<file path="config.mk">
export PLATFORM = sky130hd
export DESIGN_NAME = spi_regfile_slave
export DESIGN_NICKNAME = d
export VERILOG_FILES = /design/src/rtl/spi_regfile_pkg.sv /design/src/rtl/spi_regfile_slave_sync_edge.sv /design/src/rtl/spi_regfile_slave.sv
export SDC_FILE = /design/constraint.sdc
export NUM_CORES = 1
export LEC_CHECK = 0
export CAP_MARGIN = 20
export CORE_UTILIZATION = 48
export DETAILED_ROUTE_END_ITERATION = 6
export DONT_BUFFER_PORTS = 1
export HOLD_SLACK_MARGIN = 0.06
export PLACE_DENSITY = 0.62
export SYNTH_ARGS = -nofsm -noshare
export SYNTH_HDL_FRONTEND = slang
export SYNTH_HIERARCHICAL = 1
export SYNTH_SLANG_ARGS = --single-unit
export TNS_END_PERCENT = 1
</file>
<file path="constraint.sdc">
create_clock -name clk -period 4.37 [get_ports clk]
set_clock_uncertainty 0.1 [all_clocks]
set_input_delay 0.437 -clock clk [delete_from_list [all_inputs] [get_ports clk]]
set_output_delay 0.437 -clock clk [all_outputs]
set_load 0.01 [all_outputs]
</file>
<file path="src/rtl/spi_regfile_pkg.sv">
// Shared constants and state encoding for the SPI register-file slave.
package spi_regfile_pkg;

  localparam int CMD_W       = 8;
  localparam int ADDR_BYTE_W = 8;
  // Wide enough to count down from DATA_W-1 for DATA_W up to 32.
  localparam int CNT_W       = 5;

  localparam logic [CMD_W-1:0] GET_CODE = 8'h50;
  localparam logic [CMD_W-1:0] PUT_CODE = 8'h46;

  typedef enum logic [2:0] {
    IDLE,
    CMD,
    ADDR,
    GET,
    PUT,
    DONE
  } state_t;

endpackage

</file>
<file path="src/rtl/spi_regfile_slave_sync_edge.sv">
// Two-flop synchroniser for an asynchronous pin with registered edge flags.
// The edge flags are aligned with o_sync: in the cycle o_fall is high,
// o_sync has just gone from 1 to 0.
module spi_sync_edge #(
  parameter logic RST_VAL = 1'b0
) (
  input  logic clk,
  input  logic rst,
  input  logic i_d,
  output logic o_sync,
  output logic o_fall,
  output logic o_rise
);

  logic r_meta;
  logic r_sync;
  logic r_fall;
  logic r_rise;

  // Shift the pin through two flops; flag edges between stage two and stage one.
  always_ff @(posedge clk) begin
    if (rst) begin
      r_meta <= RST_VAL;
      r_sync <= RST_VAL;
      r_fall <= 1'b0;
      r_rise <= 1'b0;
    end else begin
      r_meta <= i_d;
      r_sync <= r_meta;
      r_fall <= r_sync & ~r_meta;
      r_rise <= ~r_sync & r_meta;
    end
  end

  assign o_sync = r_sync;
  assign o_fall = r_fall;
  assign o_rise = r_rise;

endmodule

</file>
<file path="src/rtl/spi_regfile_slave.sv">
// SPI slave exposing a bank of registers: 8-bit command, 8-bit address, then
// MSB-first data words with auto-incrementing bursts while CS stays low.
// A fabric write port shares the bank; SPI writes win on address collisions.
module spi_regfile_slave
  import spi_regfile_pkg::*;
#(
  parameter int               DATA_W    = 16,
  parameter int               ADDR_W    = 3,
  parameter logic [DATA_W-1:0] RESET_VAL = DATA_W'(16'hABCD)
) (
  input  logic                           clk,
  input  logic                           rst,
  input  logic                           SCLK,
  input  logic                           CS,
  input  logic                           SDI,
  output logic                           SDO,
  input  logic                           fab_wr_en,
  input  logic [ADDR_W-1:0]              fab_wr_addr,
  input  logic [DATA_W-1:0]              fab_wr_data,
  output logic [(2**ADDR_W)*DATA_W-1:0]  regs_q,
  output logic                           spi_wr_stb,
  output logic [ADDR_W-1:0]              spi_wr_addr
);

  localparam int               NUM_REGS  = 2**ADDR_W;
  localparam logic [CNT_W-1:0] WORD_LAST = CNT_W'(DATA_W - 1);
  localparam logic [CNT_W-1:0] BYTE_LAST = CNT_W'(CMD_W - 1);

  logic w_cs, w_cs_fall, w_cs_rise;
  logic w_sclk, w_sclk_fall, w_sclk_rise;
  logic w_sdi, w_sdi_fall, w_sdi_rise;

  spi_sync_edge #(.RST_VAL(1'b0)) u_sync_sclk (
    .clk(clk), .rst(rst), .i_d(SCLK),
    .o_sync(w_sclk), .o_fall(w_sclk_fall), .o_rise(w_sclk_rise)
  );

  spi_sync_edge #(.RST_VAL(1'b1)) u_sync_cs (
    .clk(clk), .rst(rst), .i_d(CS),
    .o_sync(w_cs), .o_fall(w_cs_fall), .o_rise(w_cs_rise)
  );

  spi_sync_edge #(.RST_VAL(1'b0)) u_sync_sdi (
    .clk(clk), .rst(rst), .i_d(SDI),
    .o_sync(w_sdi), .o_fall(w_sdi_fall), .o_rise(w_sdi_rise)
  );

  state_t                  r_state, w_state_next;
  logic [CNT_W-1:0]        r_cnt, w_cnt_next;
  logic [CMD_W-1:0]        r_cmd_sh, w_cmd_sh_next;
  logic [ADDR_BYTE_W-1:0]  r_addr_sh, w_addr_sh_next;
  logic                    r_is_get, w_is_get_next;
  logic [ADDR_W-1:0]       r_addr, w_addr_next;
  logic [DATA_W-1:0]       r_data_sh, w_data_sh_next;
  logic                    r_sdo, w_sdo_next;
  logic                    r_wr_stb, w_wr_stb_next;
  logic [ADDR_W-1:0]       r_wr_addr, w_wr_addr_next;
  logic                    w_spi_we;
  logic [DATA_W-1:0]       w_spi_wdata;
  logic [DATA_W-1:0]       r_regs [NUM_REGS];

  logic [CMD_W-1:0]        w_cmd_full;
  logic [ADDR_BYTE_W-1:0]  w_addr_full;
  logic [DATA_W:0]         w_data_shift;
  logic [ADDR_W-1:0]       w_addr_inc;
  logic                    w_addr_bad;

  // Byte/word values as they will be once the current SDI bit is shifted in.
  assign w_cmd_full   = {r_cmd_sh[CMD_W-2:0], w_sdi};
  assign w_addr_full  = {r_addr_sh[ADDR_BYTE_W-2:0], w_sdi};
  assign w_data_shift = {r_data_sh, w_sdi};
  assign w_addr_inc   = r_addr + ADDR_W'(1);
  assign w_addr_bad   = (w_addr_full >> ADDR_W) != '0;

  // Edge flags of CS/SDI and the discarded shifter MSBs have no consumer.
  logic w_unused;
  assign w_unused = ^{w_sclk, w_sclk_rise, w_cs_fall, w_cs_rise, w_sdi_fall,
                      w_sdi_rise, r_cmd_sh[CMD_W-1], r_addr_sh[ADDR_BYTE_W-1],
                      w_data_shift[DATA_W]};

  // Next-state and datapath decisions; CS high overrides everything.
  always_comb begin
    w_state_next   = r_state;
    w_cnt_next     = r_cnt;
    w_cmd_sh_next  = r_cmd_sh;
    w_addr_sh_next = r_addr_sh;
    w_is_get_next  = r_is_get;
    w_addr_next    = r_addr;
    w_data_sh_next = r_data_sh;
    w_sdo_next     = r_sdo;
    w_wr_stb_next  = 1'b0;
    w_wr_addr_next = r_wr_addr;
    w_spi_we       = 1'b0;
    w_spi_wdata    = w_data_shift[DATA_W-1:0];

    if (w_cs) begin
      w_state_next   = IDLE;
      w_sdo_next     = 1'b1;
      w_cnt_next     = BYTE_LAST;
      w_cmd_sh_next  = '0;
      w_addr_sh_next = '0;
    end else begin
      case (r_state)
        IDLE: w_state_next = CMD;

        CMD: if (w_sclk_fall) begin
          w_cmd_sh_next = w_cmd_full;
          if (r_cnt == '0) begin
            w_cnt_next = BYTE_LAST;
            if (w_cmd_full == GET_CODE || w_cmd_full == PUT_CODE) begin
              w_state_next  = ADDR;
              w_is_get_next = (w_cmd_full == GET_CODE);
            end else begin
              w_state_next = DONE;
            end
          end else begin
            w_cnt_next = r_cnt - CNT_W'(1);
          end
        end

        ADDR: if (w_sclk_fall) begin
          w_addr_sh_next = w_addr_full;
          if (r_cnt == '0) begin
            if (w_addr_bad) begin
              w_state_next = DONE;
            end else begin
              w_addr_next = w_addr_full[ADDR_W-1:0];
              w_cnt_next  = WORD_LAST;
              if (r_is_get) begin
                w_data_sh_next = r_regs[w_addr_full[ADDR_W-1:0]];
                w_sdo_next     = w_data_sh_next[DATA_W-1];
                w_state_next   = GET;
              end else begin
                w_data_sh_next = '0;
                w_state_next   = PUT;
              end
            end
          end else begin
            w_cnt_next = r_cnt - CNT_W'(1);
          end
        end

        GET: if (w_sclk_fall) begin
          if (r_cnt == '0) begin
            // Word finished: move on and snapshot the next register.
            w_addr_next    = w_addr_inc;
            w_data_sh_next = r_regs[w_addr_inc];
            w_cnt_next     = WORD_LAST;
          end else begin
            w_data_sh_next = r_data_sh << 1;
            w_cnt_next     = r_cnt - CNT_W'(1);
          end
          w_sdo_next = w_data_sh_next[DATA_W-1];
        end

        PUT: if (w_sclk_fall) begin
          w_data_sh_next = w_data_shift[DATA_W-1:0];
          if (r_cnt == '0) begin
            w_spi_we       = 1'b1;
            w_wr_stb_next  = 1'b1;
            w_wr_addr_next = r_addr;
            w_addr_next    = w_addr_inc;
            w_cnt_next     = WORD_LAST;
          end else begin
            w_cnt_next = r_cnt - CNT_W'(1);
          end
        end

        DONE: w_sdo_next = 1'b1;

        default: w_state_next = IDLE;
      endcase
    end
  end

  // FSM state and SPI datapath registers.
  always_ff @(posedge clk) begin
    if (rst) begin
      r_state   <= IDLE;
      r_cnt     <= BYTE_LAST;
      r_cmd_sh  <= '0;
      r_addr_sh <= '0;
      r_is_get  <= 1'b0;
      r_addr    <= '0;
      r_data_sh <= '0;
      r_sdo     <= 1'b1;
      r_wr_stb  <= 1'b0;
      r_wr_addr <= '0;
    end else begin
      r_state   <= w_state_next;
      r_cnt     <= w_cnt_next;
      r_cmd_sh  <= w_cmd_sh_next;
      r_addr_sh <= w_addr_sh_next;
      r_is_get  <= w_is_get_next;
      r_addr    <= w_addr_next;
      r_data_sh <= w_data_sh_next;
      r_sdo     <= w_sdo_next;
      r_wr_stb  <= w_wr_stb_next;
      r_wr_addr <= w_wr_addr_next;
    end
  end

  // Register bank: fabric write first so a colliding SPI commit overrides it.
  always_ff @(posedge clk) begin
    if (rst) begin
      for (int i = 0; i < NUM_REGS; i++) begin
        r_regs[i] <= RESET_VAL;
      end
    end else begin
      if (fab_wr_en) begin
        r_regs[fab_wr_addr] <= fab_wr_data;
      end
      if (w_spi_we) begin
        r_regs[r_addr] <= w_spi_wdata;
      end
    end
  end

  genvar gi;
  generate
    for (gi = 0; gi < NUM_REGS; gi++) begin : g_flat
      assign regs_q[gi*DATA_W +: DATA_W] = r_regs[gi];
    end
  endgenerate

  assign SDO         = r_sdo;
  assign spi_wr_stb  = r_wr_stb;
  assign spi_wr_addr = r_wr_addr;

endmodule

</file>
# [Word-level counts from Yosys, hierarchy flattened]
# Memories as Yosys holds them, arrays and structs flattened.
# Cells that the tools add are included.
[word_totals] ff_bits=53 latchBits=0 ram_bits=128 mem_bits_ro=0 elab_cells=118 n_memories=1
[memory_table] name="r_regs" depth=8 word_bits=16 rd=10 rd_clocked_by_memory_dff=0 wr=8 line="spi_regfile_slave.sv:60" source="logic [DATA_W-1:0] r_regs [NUM_REGS];"
[classes] n_addsub=2 mul=0 n_div=0 order_cmp=0 eq_ne=18 shifts=0 muxes=54 bitwise_logic=4 reduce_logical=22
[op_table] operator="15-bit 2-to-1 mux" n=6
[op_table] operator="16-bit 2-to-1 mux" n=3
[op_table] operator="15-bit case mux with 3 select lines" n=1
[op_table] operator="3-bit 2-to-1 mux" n=14
[op_table] operator="5-bit 2-to-1 mux" n=7
[op_table] operator="16-bit OR reduction" n=2
[op_table] operator="1-bit 2-to-1 mux" n=19
[op_table] operator="8-bit by 7-bit equality test with 1-bit output, second input constant" n=2
[op_table] operator="5-bit case mux with 3 select lines" n=1
[op_table] operator="5-bit AND reduction" n=3
[op_table] operator="7-bit AND reduction" n=2
[op_table] operator="2-bit by 1-bit != test with 1-bit output, second input constant" n=6
[op_table] operator="3-bit case mux with 4 select lines" n=1
[op_table] operator="3-bit nonzero test" n=3
[op_table] operator="2-bit != test, second input constant" n=4
[op_table] operator="8-bit nonzero test" n=1
[op_table] operator="3-bit by 2-bit equality test with 1-bit output, second input constant" n=2
[op_table] operator="3-bit equality test, second input constant" n=2
[op_table] operator="3-bit case mux with 2 select lines" n=1
[op_table] operator="6-bit AND reduction" n=1
[op_table] operator="5-bit logical NOT" n=1
[op_table] operator="5-bit by 1-bit subtractor with 5-bit output, second input constant" n=1
[op_table] operator="2-bit AND reduction" n=2
[op_table] operator="4-bit AND reduction" n=1
[op_table] operator="11 further kinds" n=14

# [Longest topological paths before layout]
# Gate-level depths: netlist (run 1).
[depth] word_depth=10 depth_mapped=11 mapped_depth_nobuf=7

# [Modules after synthesis]
# Netlist (run 1), hierarchy kept.
[by_module_without_submodules] mod="spi_regfile_slave" n_inst=1 cells_each=896 area_each_um2=9793.1
[by_module_without_submodules] mod="spi_sync_edge (u_sync_sclk ...)" n_inst=2 cells_each=8 area_each_um2=117.6
[by_module_without_submodules] mod="spi_sync_edge (u_sync_cs)" n_inst=1 cells_each=8 area_each_um2=107.6

# [Worst setup path before layout (run 1)]
# Ideal clock, no wire load.
[synth_timing] path_type="register -> register" startpoint="register r_cnt[0]" endpoint="memory r_regs[5][0] (enable)" setup_time_ps=372 t_arrival_ps=2815 slack_ps=1083 path_stages_with_launch=11 period_less_slack_ps=3287 path_cell_list="dfxtp_1 > inv_1 > ha_1 > or4b_1 > buf_2 > or4_1 > buf_2 > or3_1 > clkbuf_1 > buf_2 > nand2_1"
[synth_rtl] item="from (decl)" line="spi_regfile_slave.sv:49" source="logic [CNT_W-1:0] r_cnt, w_cnt_next;"
[synth_rtl] item="from (signal assigned)" line="spi_regfile_slave.sv:191" source="r_cnt <= w_cnt_next;"
[synth_rtl] item="to (decl)" line="spi_regfile_slave.sv:60"

==> flow_summary.ini, run 1 <==
[timing]
setup_ws_ns = 0.750
min_period_over_period_pct = 82.8
clock.fmax_mhz = 276
fin_crit_ns = 3.62
drv_slew = 0
worst_pin_slew_ns = 0.929
setup_tns_ns = 0
report.final.hold_viol_count = 0
setup_viol = 0
relSlewSlack_pct = 37.9
rsz0062_at_grt = false

[clock_network]
cts.sinks = 181
postCtsSetupRepairBufs = 0
cts_tree = yes
clockRootBuffer = clkbuf_16
cts_buffer_depth = 2
cts.clk_slew.worst_paths_ns = 0.07
clk_latency_ns = 0.43
htree_levels = 4
postCtsResizedCells = 0
cts_made_buffers = 17

[min_path]
hp-class = input port to register
hold_path_end = r_cnt[0]$_SDFFE_PP1P_
hp-start = rst
hold_depth = 2

[final_layout]
n_fill_cell = 1804
layout_common_cells = edfxtp_1 (128), a21oi_1 (110), nor2_1 (74)
multi_input_area_um2 = 4620
diodes = 0
utilization_pct = 53.4
fin_nets = 900
final_common_cell = edfxtp_1
final_area_um2 = 10800
drive_gt1_share_pct = 18.1
synthToLayoutAreaGrowth_pct = 8.66
final-seq-area_um2 = 4910

[worst_setup_path]
critical-path-slowest-cell = nand2_1
crit_required_ns = 4.33
ff2ff_path_depth = 7
regToRegSetupSlack_ns = 0.75
path_cells = inv_1 > ha_1 > or4b_1 > or4_1 > buf_4 > or3_1 > nand2_1
r2r_start = r_cnt[0]$_SDFFE_PP1P_
cpLargestDelayFamily = simple AND/OR/NAND/NOR gates
path_buf_inv = 2
cp-start-kind = register
crit_arrival_ns = 3.58
cp-end-kind = register
r2r-end = r_regs[2][3]$_DFFE_PP_
critPathMaxStageDelay_ns = 0.69
critical_path.max_fanout = 16
crit_type = register to register

[detailed_routing]
viasPerCell = 7.05
via_count = 8150
final_antenna_net_count = 0
routedWlPerCell_um = 29.2
remaining_drc_errors = 0
drtPass1Iterations = 5
drt_iter0_markers = 1198
routed_wl_mm = 33.8

[pwr]
power_density_nw_per_um2 = 343
p_leak_nw = 3.25
peakVddDrop_v = 0.000259

[logic_synthesis]
synth_area_um2 = 9980
synth_nets = 937
synth_area_per_cell_um2 = 11.0
synth_warnings = 6
synthCells = 910

[grt]
overflow = 0
grt_max_degree = 40
antenna_found_initial = 0
grt_pass1_vias = 8039
grt.total_usage_pct = 32.2
grt_first_pass_wirelength_mm = 50.6

[status]
outcome = completed

[place]
place_ws_ns = 0.777
port_buffers = 0
placed_cell_area_um2 = 10200
hpwl_mm = 22.7
routabilityCongestion = 0.892

[flow_run]
maxCapViolations = 0

[floorplanning]
ios = 158
core_um2 = 20300
die_y_um = 146
fp-row-count = 52
start_util_pct = 49.2
fp.dieW_um = 146
dieArea_um2 = 21400
metrics by stage:
step	total power [mW]	hold WS (ns)	cells
6_report	3.72	0.0683	1156
5_1_grt	3.81	0.0804	1156
2_1_floorplan	2.15	0.285	910
4_1_cts	3.72	0.0638	1155
3_3_place_gp	2.21	0.289	1118
3_5_place_dp	2.22	0.294	1119
state kept, by name (all words and copies together), names as in the netlist:
signal              flops
r_cmd_sh                7
SDO                     1
u_sync_sdi/o_sync       1
u_sync_sclk/r_meta      1
r_addr_sh               7
u_sync_sclk/o_fall      1
r_data_sh              15
r_state                 3
u_sync_cs/o_sync        1
r_addr                  3
r_cnt                   5
u_sync_sclk/o_sync      1
u_sync_sdi/r_meta       1
r_is_get                1
r_regs                128
spi_wr_addr             3
spi_wr_stb              1
u_sync_cs/r_meta        1
report_power, final:
group / leakage (nW) / switching [mW] / total, mW / internal [mW]
Sequential: 1.65 / 0.118 / 2.03 / 1.91
Combinational: 1.33 / 0.0897 / 0.167 / 0.0773
Clock: 0.274 / 0.721 / 1.52 / 0.802
what timing repair did:
| item | in CTS | in global routing |
|---|---|---|
| hold endpoints to repair | 28 | 0 |
| setup endpoints to repair | 0 | 0 |
| hold buffers | 4 | 0 |
layer usage:
| layer | global-route usage (%) | vias to the layer above | routed length [um] |
|---|---|---|---|
| met4 | 11.3 | 0 | 953 |
| met2 | 48.2 | 623 | 15300 |
| met5 | 0 | - | 0 |
| met1 | 42.5 | 3981 | 12600 |
| li1 | - | 3460 | - |
| met3 | 12.6 | 86 | 4910 |
cell type report:
cell class                      instances  share of cell area, %
Sequential cell                       181                   45.2
Timing Repair Buffer                   40                   3.16
Multi-Input combinational cell        614                   42.6
Tap cell                              270                   3.11
Clock inverter                         15                   1.33
Inverter                               19                  0.657
Clock buffer                           17                   3.92
worst max-delay path by stage:
stage	start	end	slack (ns)	depth (start not counted)
floorplan	r_cnt[0]$_SDFFE_PP1P_	r_regs[5][0]$_DFFE_PP_	1.08	10
global placement	r_cnt[0]$_SDFFE_PP1P_	r_regs[2][9]$_DFFE_PP_	0.90	7
detailed placement	r_cnt[0]$_SDFFE_PP1P_	r_regs[2][7]$_DFFE_PP_	0.78	7
CTS	r_cnt[0]$_SDFFE_PP1P_	r_regs[2][1]$_DFFE_PP_	0.77	7
global route	r_cnt[1]$_SDFFE_PP1P_	r_regs[2][1]$_DFFE_PP_	0.64	7
finish	r_cnt[0]$_SDFFE_PP1P_	r_regs[2][3]$_DFFE_PP_	0.75	7
No activity file was read; power rests on OpenSTA's default activity.
==> inputs of run 2 (changes only) <==
- ABC_AREA: not set -> 1
- PLACE_DENSITY: 0.62 -> 0.64
- clock period: 4.37 -> 3 ns (I/O delays scaled with it)
==> run 2 against run 1 <==
Net effect: register-to-register slack got worse by 0.24 ns; via count is 31% higher; synthesized cell count grew 54%; wire length rose by 32%; maximum frequency up 45%; global-route usage grew 6.1 points; die area increased by 9.5%; clock-buffer cell count is 1 higher; critical path type unchanged.
==> flow_summary.ini, run 2 <==
[status]
outcome = completed

[pwr]
peakVddDrop_v = 0.000295
power_density_nw_per_um2 = 478
p_leak_nw = 4.26

[min_path]
hold_depth = 3
hp-class = input port to register
hp-start = rst
hold_path_end = r_cnt[2]$_SDFFE_PP1P_

[final_layout]
layout_common_cells = nand2_1 (199), o21ai_0 (181), nand3_1 (137)
final_common_cell = nand2_1
synthToLayoutAreaGrowth_pct = 8.57
largest_reg_flops = 128
regMostFlops = r_regs
drive_gt1_share_pct = 11.3
fin_nets = 1401
reg_top3 = r_regs: 128 flops, r_data_sh: 15 flops

[worst_setup_path]
crit_required_ns = 3.05
critical_path.max_fanout = 33
critPathMostFrequentCell = nand3_4
path_cells = inv_1 > ha_1 > nand3_4 > nor2_4 > nand2_4 > nor2_8 > nand3_4 > nand3_1 > buf_4
cp-start-kind = register
cpLargestDelayFamily = simple AND/OR/NAND/NOR gates
r2r-end = r_regs[4][6]$_DFFE_PP_
r2r_start = r_cnt[0]$_SDFFE_PP1P_
ff2ff_path_depth = 9
crit_arrival_ns = 2.54
cp-end-kind = register
critPathMaxStageDelay_ns = 0.34
crit_type = register to register
critical-path-slowest-cell = nand3_4
regToRegSetupSlack_ns = 0.51
path_buf_inv = 2

[place]
port_buffers = 0
place_ws_ns = 0.546
routabilityCongestion = 1.03
hpwl_mm = 30.9

[flow_run]
maxCapViolations = 0

[clock_network]
cts_made_buffers = 17
clockRootBuffer = clkbuf_16
cts_tree = yes
cts.clk_slew.worst_paths_ns = 0.08
postCtsResizedCells = 0
cts.sinks = 181
cts_buffer_depth = 2
clk_latency_ns = 0.46
htree_levels = 4

[timing]
rsz0062_at_grt = false
worst_pin_slew_ns = 0.788
report.final.hold_viol_count = 0
setup_ws_ns = 0.510
setup_tns_ns = 0
fin_crit_ns = 2.49
relSlewSlack_pct = 47.4
setup_viol = 0
whs_ns = 0.0902
min_period_over_period_pct = 83.0
clock.fmax_mhz = 402
drv_slew = 0

[floorplanning]
start_util_pct = 49.5
core_um2 = 22100
ios = 158
fp.dieW_um = 153
fp-row-count = 54
die_y_um = 153
dieArea_um2 = 23400

[grt]
grt_first_pass_wirelength_mm = 64.3
antenna_found_initial = 6
grt_max_degree = 97
overflow = 0
grt_pass1_vias = 9547
grt.total_usage_pct = 38.3

[detailed_routing]
via_count = 10700
routed_wl_mm = 44.7
viasPerCell = 6.40
final_antenna_net_count = 0
routedWlPerCell_um = 26.7
remaining_drc_errors = 0
drt_iter0_markers = 1458
drtPass1Iterations = 7

[logic_synthesis]
synth_warnings = 6
synth_area_um2 = 10900
synth_area_per_cell_um2 = 7.83
synthCells = 1397
synth_nets = 1424
[run 2: area by class of cell]
class,count,area (um^2)
well taps,280,350
repair buffers,58,510
inverters,144,543
diodes,6,15.0
clock inverters,14,148
clock buffers,18,429
fillers,2062,10200
multi-input cells,972,4980
flip-flops and latches,181,4910
[run 2: worst register-to-register path, cell delays in order, from the launching register on]
cell     delay (ns)
dfxtp_1        0.30
inv_1          0.10
ha_1           0.30
nand3_4        0.11
nor2_4         0.11
nand2_4        0.10
nor2_8         0.31
nand3_4        0.35
nand3_1        0.20
buf_4          0.21
[run 2: metal layers]
metal / track usage (%) / vias to the layer above / share of wire (%)
met3: 12.6 / 140 / 14
li1: - / 4803 / -
met2: 58.1 / 804 / 44
met1: 48.8 / 4968 / 36
met4: 19.7 / 0 / 5.2
met5: 0 / - / 0
[run 2: power breakdown]
| group | internal (mW) | switching (mW) | total [mW] |
|---|---|---|---|
| clock | 1.12 | 1.16 | 2.29 |
| sequential | 2.79 | 0.228 | 3.02 |
| combinational | 0.103 | 0.267 | 0.370 |
| total | 4.02 | 1.66 | 5.68 |
[run 2: repair_timing]
action                                  4_1_cts  5_1_grt
endpoints found under the hold margin       136        0
setup buffers                                 0        0
hold buffers                                 20        0
endpoints found under the setup margin        0        0
[run 2: stage by stage]
| stage | cell area (um^2) | power (mW) | instances | utilization, % |
|---|---|---|---|---|
| 6_report | 11900 | 5.68 | 1673 | 53.8 |
| 4_1_cts | 11900 | 5.64 | 1667 | 53.7 |
| 5_1_grt | 11900 | 5.78 | 1670 | 53.7 |
| 2_1_floorplan | 10900 | 3.17 | 1397 | - |
| 3_5_place_dp | 11100 | 3.35 | 1615 | 50.2 |
| 3_3_place_gp | 11100 | 3.34 | 1615 | 50.2 |
[run 2: worst max path at each step]
stage                                      from                      to  cells after the start
final                     r_cnt[0]$_SDFFE_PP1P_  r_regs[4][6]$_DFFE_PP_                      9
after global routing      r_cnt[0]$_SDFFE_PP1P_  r_regs[4][6]$_DFFE_PP_                      9
after CTS                 r_cnt[0]$_SDFFE_PP1P_  r_regs[4][6]$_DFFE_PP_                      9
after detailed placement  r_cnt[0]$_SDFFE_PP1P_  r_regs[4][5]$_DFFE_PP_                      9
after global placement    r_cnt[0]$_SDFFE_PP1P_  r_regs[7][7]$_DFFE_PP_                     10
after floorplan           r_cnt[0]$_SDFFE_PP1P_  r_regs[7][0]$_DFFE_PP_                      9
==> inputs of run 3 (changes only) <==
- ABC_AREA: 1 -> 0
- PLACE_DENSITY: 0.64 -> 0.62
- clock period: 3 -> 2.4 ns (I/O delays scaled with it)
==> run 3 against run 2 <==
Net effect: the flow now finishes with violations (negative setup slack); sequential power increased by 22%; combinational power up 21%; largest power group unchanged; utilization rose by 5.0 points; final cell count fell by 26%.
==> flow_summary.ini, run 3 (synthesis gave the netlist of run 1 again) <==
[detailed_routing]
routed_wl_mm = 34.6
remaining_drc_errors = 0
viasPerCell = 6.91
via_count = 8513
drtPass1Iterations = 5
final_antenna_net_count = 0
routedWlPerCell_um = 28.1
drt_iter0_markers = 1079

[place]
hpwl_mm = 23.8
routabilityCongestion = 0.933
placed_cells = 1164
port_buffers = 0

[grt]
grt_pass1_vias = 8362
grt.total_usage_pct = 32.7
overflow = 0
grt_first_pass_wirelength_mm = 51.5
grt_max_degree = 35
antenna_found_initial = 0

[flow_run]
maxCapViolations = 0

[clock_network]
cts.sinks = 181
clk_latency_ns = 0.45
cts_tree = yes
cts.clk_slew.worst_paths_ns = 0.07
htree_levels = 4
clockRootBuffer = clkbuf_16
cts_buffer_depth = 2
cts_made_buffers = 17

[min_path]
hp-class = input port to register
hold_depth = 2

[floorplanning]
dieArea_um2 = 21400
start_util_pct = 49.2
fp.dieW_um = 146
core_um2 = 20300
die_y_um = 146
ios = 158
fp-row-count = 52

[worst_setup_path]
crit_type = register to register
path_cells = inv_2 > ha_4 > or4b_4 > or4_4 > buf_6 > nor3_4 > or3_4 > buf_12
critical_path.max_fanout = 7
ff2ff_path_depth = 8
crit_arrival_ns = 2.70
critical-path-slowest-cell = or4_4
cp-start-kind = register
crit_required_ns = 2.46
cp-end-kind = register
critPathMaxStageDelay_ns = 0.50

[timing]
clock.fmax_mhz = 380
worst_pin_slew_ns = 0.776
setup_ws_ns = -0.233
fin_crit_ns = 2.63
whs_ns = 0.0815
setup_viol = 252
relSlewSlack_pct = 48.1
rsz0062_at_grt = true
min_period_over_period_pct = 110
drv_slew = 0
report.final.hold_viol_count = 0

[final_layout]
final-seq-area_um2 = 4910
utilization_pct = 58.8
reg_top3 = r_regs: 128 flops, r_data_sh: 15 flops
stdcell_count = 1232
layout_common_cells = edfxtp_1 (128), a21oi_1 (109), nor2_1 (74)
final_common_cell = edfxtp_1
fin_nets = 975
multi_input_area_um2 = 4840
largest_reg_flops = 128
regMostFlops = r_regs
drive_gt1_share_pct = 25.5
synthToLayoutAreaGrowth_pct = 19.6
n_fill_cell = 1703

[status]
violations = negative setup slack
outcome = finished with violations

[pwr]
power_density_nw_per_um2 = 568
p_leak_nw = 3.75
peakVddDrop_v = 0.000576
[run 3: cell count changes in the layout (fill, tap and decap cells not counted), sizes merged, moves of 55 or more]
cell | previous run | this run
buf | 38 | 93
nand3 | 145 | 47
nand2 | 207 | 30
inv | 153 | 24
mux4 | 0 | 64
nor3 | 3 | 77
o21ai | 343 | 54
[run 3: where the power goes]
part / switching, mW / internal, mW / total (mW) / leakage [nW]
Sequential: 0.207 / 3.47 / 3.68 / 1.65
Combinational: 0.235 / 0.215 / 0.449 / 1.84
Clock: 1.27 / 1.38 / 2.65 / 0.253
[run 3: path summary, 6_finish.rpt]
| kind | slack [ns] | endpoint | from |
|---|---|---|---|
| hold reg to reg | 0.31 | u_sync_cs/o_sync$_SDFF_PP1_ | u_sync_cs/r_meta$_SDFF_PP1_ |
| setup / recovery | -0.23 | r_regs[3][0]$_DFFE_PP_ | r_cnt[1]$_SDFFE_PP1P_ |
| setup reg to reg | -0.23 | r_regs[3][0]$_DFFE_PP_ | r_cnt[1]$_SDFFE_PP1P_ |
| hold / removal | 0.08 | r_regs[5][5]$_DFFE_PP_ | rst |
[run 3: stage by stage]
stage / power, mW / worst slack (ns) / TNS (ns) / area (um^2)
after CTS: 6.78 / -0.217 / -36.06 / 11800
after global routing: 6.96 / -0.332 / -62.56 / 11900
after global placement: 4.06 / -0.333 / -53.32 / 10800
after detailed placement: 4.07 / -0.346 / -60.99 / 10800
final: 6.78 / -0.233 / -43.42 / 11900
after floorplan: 3.92 / -0.403 / -81.26 / 10100
[run 3: worst max-delay path, delay by kind of cell, from the launching register on]
family                     cells  cell delay (ns)
DFF                            1             0.33
and+or+nand+nor                4             1.43
adders and majority gates      1             0.12
buffers and inverters          3             0.38
[run 3: layer usage]
| metal | share of wire (%) | global-route usage (%) | up-vias |
|---|---|---|---|
| li1 | - | - | 3598 |
| met1 | 38 | 43.6 | 4215 |
| met2 | 45 | 48.9 | 622 |
| met3 | 15 | 12.3 | 78 |
| met4 | 2.6 | 11.2 | 0 |
| met5 | 0 | 0 | - |
[run 3: final cells by class]
| class | instances | area share [%] |
|---|---|---|
| flip-flops and latches | 181 | 41.1 |
| well taps | 270 | 2.83 |
| diodes | 1 | 0.0210 |
| multi-input cells | 616 | 40.6 |
| clock inverters | 11 | 0.786 |
| clock buffers | 21 | 3.77 |
| inverters | 19 | 0.598 |
| repair buffers | 113 | 10.3 |
[run 3: repair_timing]
| item | in CTS | in global routing |
|---|---|---|
| setup endpoints to repair | 271 | 272 |
| buffers inserted | 11 | 0 |
| gates resized for setup | 32 | 18 |
| hold endpoints to repair | 163 | 0 |
| pin swaps | 11 | 2 |
| hold buffers | 21 | 0 |
| cloned | 3 | 0 |
